$ cat src/rtl/pipe_stage_skid.sv
// Generic valid/ready pipeline stage with a 2-entry skid buffer, registered in_ready and flush.
// Define PIPE_STAGE_PERF_EN to add saturating stall/flush performance counters.
module pipe_stage_skid #(
  parameter int unsigned WIDTH         = 32,
  parameter bit          CLEAR_ON_KILL = 1'b1,
  parameter int unsigned CNT_W         = 16
) (
  input  logic             clk,
  input  logic             rst,
  input  logic             flush,
  input  logic             in_valid,
  output logic             in_ready,
  input  logic [WIDTH-1:0] in_data,
  output logic             out_valid,
  input  logic             out_ready,
  output logic [WIDTH-1:0] out_data
`ifdef PIPE_STAGE_PERF_EN
  ,
  output logic [CNT_W-1:0] perf_stall_cnt,
  output logic [CNT_W-1:0] perf_flush_cnt
`endif
);

  // Encoding is {main_valid, skid_valid}; 2'b01 is unreachable.
  typedef enum logic [1:0] {
    EMPTY = 2'b00,
    ONE   = 2'b10,
    FULL  = 2'b11
  } state_e;

  state_e           state_q, state_d;
  logic [WIDTH-1:0] main_data_q, main_data_d;
  logic [WIDTH-1:0] skid_data_q, skid_data_d;
  logic             acc, pop;

  if (WIDTH < 1) begin : g_bad_width
    $error("pipe_stage_skid: WIDTH must be >= 1");
  end

  assign out_valid = state_q[1];
  assign in_ready  = ~state_q[0];
  assign out_data  = main_data_q;

  assign acc = in_valid & in_ready;
  assign pop = out_valid & out_ready;

  // NOTE: every variable gets its hold value first, so no path through this block infers a latch.
  always_comb begin
    state_d     = state_q;
    main_data_d = main_data_q;
    skid_data_d = skid_data_q;
    if (flush) begin
      state_d = EMPTY;
      if (CLEAR_ON_KILL) begin
        main_data_d = '0;
        skid_data_d = '0;
      end
    end else begin
      case (state_q)
        EMPTY: begin
          if (acc) begin
            state_d     = ONE;
            main_data_d = in_data;
          end
        end
        ONE: begin
          if (acc && pop) begin
            main_data_d = in_data;
          end else if (acc) begin
            state_d     = FULL;
            skid_data_d = in_data;
          end else if (pop) begin
            state_d = EMPTY;
            if (CLEAR_ON_KILL) main_data_d = '0;
          end
        end
        FULL: begin
          // in_ready is low here, so only a pop can move the stage.
          if (pop) begin
            state_d     = ONE;
            main_data_d = skid_data_q;
            if (CLEAR_ON_KILL) skid_data_d = '0;
          end
        end
        default: state_d = EMPTY;
      endcase
    end
  end

  // NOTE: state is updated only with non-blocking assignments so every flop samples pre-edge values.
  // NOTE: payload registers are reset too, so out_data reads 0 straight out of reset.
  always_ff @(posedge clk or posedge rst) begin
    if (rst) begin
      state_q     <= EMPTY;
      main_data_q <= '0;
      skid_data_q <= '0;
    end else begin
      state_q     <= state_d;
      main_data_q <= main_data_d;
      skid_data_q <= skid_data_d;
    end
  end

`ifdef PIPE_STAGE_PERF_EN
  logic [CNT_W-1:0] stall_cnt_q, flush_cnt_q;
  logic             stall_hit, flush_hit;

  if (CNT_W < 1) begin : g_bad_cnt_w
    $error("pipe_stage_skid: CNT_W must be >= 1");
  end

  assign stall_hit = out_valid & ~out_ready;
  assign flush_hit = flush & (state_q != EMPTY);

  always_ff @(posedge clk or posedge rst) begin
    if (rst) begin
      stall_cnt_q <= '0;
      flush_cnt_q <= '0;
    end else begin
      if (stall_hit && (stall_cnt_q != '1)) stall_cnt_q <= stall_cnt_q + CNT_W'(1);
      if (flush_hit && (flush_cnt_q != '1)) flush_cnt_q <= flush_cnt_q + CNT_W'(1);
    end
  end

  assign perf_stall_cnt = stall_cnt_q;
  assign perf_flush_cnt = flush_cnt_q;
`else
  // Counters are absent; the width parameter is still range-checked for portable configs.
  if (CNT_W < 1) begin : g_bad_cnt_w
    $error("pipe_stage_skid: CNT_W must be >= 1");
  end
`endif

endmodule
$ cat config.mk
export PLATFORM = sky130hd
export DESIGN_NAME = pipe_stage_skid
export DESIGN_NICKNAME = d
export VERILOG_FILES = /design/src/rtl/pipe_stage_skid.sv
export SDC_FILE = /design/constraint.sdc
export NUM_CORES = 1
export LEC_CHECK = 0
export ABC_AREA = 1
export CORE_MARGIN = 10
export CORE_UTILIZATION = 57
export CTS_BUF_LIST = sky130_fd_sc_hd__clkbuf_8
export DETAILED_ROUTE_END_ITERATION = 8
export GPL_TIMING_DRIVEN = 0
export PLACE_DENSITY = 0.85
export SETUP_SLACK_MARGIN = 0.3
export SLEW_MARGIN = 20
export SYNTH_ARGS = -nofsm -noshare
export SYNTH_HDL_FRONTEND = slang
export SYNTH_SLANG_ARGS = --single-unit
$ cat constraint.sdc
create_clock -name clk -period 5.1 [get_ports clk]
set_input_delay 1.275 -clock clk [delete_from_list [all_inputs] [get_ports clk]]
set_output_delay 1.275 -clock clk [all_outputs]
set_load 0.02 [all_outputs]
==> results by group <==
Final layout
  • Area of the multi-input gates: 1590 um2
  • Antenna diode count: 0
  • Post-layout nets: 582
  • Area delta synth->final: 30.2%
  • Layout fillers: 439
  • Seq. cell area: 1650 um2
  • Layout cell share with drive strength beyond 1: 10.1%
  • Non-Filler Instances: 621

GRT
  • First-pass GRT wire length: 15600 um
  • Vias in the first global route: 3162
  • Total GRT Usage: 19.2%
  • GR Overflow Total: 0
  • Largest net degree at the start of global routing: 35
  • Initial antenna violation count: 0

Clock network
  • Clock Tree Buf Depth: 2
  • PostCTS Resize Cnt: 0
  • CTS tree: built
  • Clock sinks: 66
  • Buffer count from post-CTS setup fixing: 0
  • Hold buffer count at CTS: 0
  • Clock Latency Late Sink: 0.35 ns
  • Clock transition at the registers of the reported paths: 0.07 ns
  • Root Buffer: clkbuf_8
  • Cts bufs inserted: 9
  • Htree depth: 3

Floorplanning
  • Row cnt: 28
  • Die Area: 9560 um2
  • Die Wd: 97.8 um
  • Starting Density: 58.6%
  • Chip Height: 97.8 um
  • # IOs: 71
  • Core area: 5890 um2

Place
  • PortBufs: 70
  • Placer congestion estimate: 0.853
  • DP HPWL: 6400 um
  • Setup slack at placement: 2.29 ns
  • Inst Count DP: 605

Synth
  • YS warnings: 0
  • Cell taking the most area after synthesis: dfrtp_1
  • Top-count cell post-synth: nand2_1
  • Main synth FF type: dfrtp_1
  • Async set or reset register ratio after synthesis: 100%
  • Synthesized area: 3450 um2
  • Post-synth EDFFs: 0
  • Mapped Nets: 500
  • #FFs+latches synth: 66
  • Top cells by area, synth: dfrtp_1 (48%), nand2_1 (29%), nand3b_1 (7.0%)
  • Synth cell count leaders: nand2_1 (268), dfrtp_1 (66), nand3_1 (38), nand3b_1 (32), buf_2 (16)
  • Avg Cell Area, Syn: 7.52 um2
  • Post-Syn Instances: 459
  • Share of the synthesized area in the top cell type: 47.9%
  • Post-synth cell types: 20
  • Sequential area share after synthesis: 47.9%

Run
  • Max_cap viols: 0

STA
  • Skew final: 0.00923 ns
  • Relative slew slack: 65.0%
  • Worst slew pin tran: 0.524 ns
  • Setup ws final: 2.24 ns
  • Fmax: 0.350 GHz
  • RSZ-0062 raised after global routing: false
  • Setup TNS: 0 ns
  • Final period utilization: 56.0%
  • Final setup fails: 0
  • Tmin final: 2.86 ns
  • Final Hold Fails: 0
  • Slew Viols, Final: 0

Pwr
  • Pwr dens: 558 nW/um2
  • Max rail drop VDD: 0.000313 V
  • Total power: 2.51 mW
  • P_leak: 2.38 nW

Routing
  • Via/cell ratio: 5.33
  • Detail Route Antenna Nets: 0
  • Remaining DRCs: 0
  • Per-cell routed wire length: 14.8 um
  • Via count: 3312
  • 1st-iter DRT viols: 244
  • WL final: 9200 um
  • TritonRoute pass-1 iters: 5

Critical path
  • Worst path arrival time: 1.58 ns
  • Slowest cell on crit path: clkdlybuf4s50_1
  • Critical Path RT: 3.83 ns
  • CP Cell Sequence: inv_1 -> clkdlybuf4s50_1
  • Setup crit start kind: register
  • Critical path class: reg2out
  • Crit path capture type: output port
  • Worst-path maximum fanout: 6
  • Max stage delay on crit path: 0.64 ns

Min path
  • Worst hold path class: reg2reg

Outcome
  • Status: completed
-- path summary, 6_finish.rpt --
| path | start | end | slack [ns] | cells past startpoint |
|---|---|---|---|---|
| worst max-delay path | state_q[0]$_DFFE_PP0P_ | in_ready | 2.24 | 2 |
| worst min-delay path | skid_data_q[25]$_DFFE_PP0P_ | skid_data_q[25]$_DFFE_PP0P_ | 0.47 | 2 |
| worst max register to register | state_q[1]$_DFFE_PP0P_ | out_data[19]$_DFFE_PP0P_ | 3.29 | 8 |
| worst min register to register | skid_data_q[25]$_DFFE_PP0P_ | skid_data_q[25]$_DFFE_PP0P_ | 0.47 | 2 |
| max in group asynchronous | rst | skid_data_q[21]$_DFFE_PP0P_ | 3.28 | 3 |
| min in group asynchronous | rst | out_data[1]$_DFFE_PP0P_ | 1.29 | 2 |
-- worst max-delay path: cells and delay by family, from the launching register on --
| family | cells | cell delay [ns] |
|---|---|---|
| buffers and inverters | 2 | 0.82 |
| DFF | 1 | 0.42 |
-- final cells by class --
| class | count | area share [%] |
|---|---|---|
| Multi-Input combinational cell | 357 | 35.3 |
| Timing Repair Buffer | 71 | 16.0 |
| Inverter | 8 | 0.724 |
| Clock inverter | 7 | 2.26 |
| Buffer | 28 | 4.04 |
| Tap cell | 75 | 2.09 |
| Clock buffer | 9 | 2.76 |
| Sequential cell | 66 | 36.8 |
-- where the power goes --
part | switching, mW | internal (mW) | total, mW
Clock | 0.217 | 0.278 | 0.496
Sequential | 0.116 | 0.724 | 0.841
Combinational | 0.699 | 0.470 | 1.17
-- cell usage in the layout (no fill, tap or decap), types with 2 or more instances in the layout --
cell type and count:
nand3_1 38, nor2_1 2, dfrtp_1 66, buf_4 3, buf_6 6, clkinvlp_4 2, inv_2 5, ha_1 4
clkbuf_8 9, nand3_2 2, nand2_1 268, a21oi_1 4, nand3b_1 32, clkdlybuf4s50_1 70, inv_1 2, clkinv_4 2
buf_2 16, nand2_2 2, clkbuf_1 3, bufinv_16 2
-- kinds of logic (layout without fill, tap and decap cells) --
kind of cell	count (synthesis)	after routing	share of synthesized area, %
fa+ha+maj	4	4	1.45
buf+inv	36	123	6.13
flops	66	66	47.9
simple gates	348	348	43.8
compound gates	5	5	0.725
-- sequential cells by signal, summed over array words and instances (netlist names) --
register and count:
out_data 32, skid_data_q 32, state_q 2
-- through the flow --
step / hold WS, ns / cell area [um2] / util (%)
final: 0.474 / 4490 / 76.3
after detailed placement: 0.458 / 4270 / 72.5
after global placement: 0.453 / 4240 / 72.1
after global routing: 0.493 / 4490 / 76.3
after CTS: 0.476 / 4490 / 76.3
after floorplan: 0.442 / 3450 / -
-- metal layers --
metal / wire length [um] / GRT usage [%] / up-vias
met4: 154 / 6.49 / 0
met5: 0 / 0 / -
met1: 4010 / 25.7 / 1568
met2: 4440 / 30.1 / 126
met3: 592 / 3.88 / 15
li1: - / - / 1603
Power figures use the tool's default switching activity.
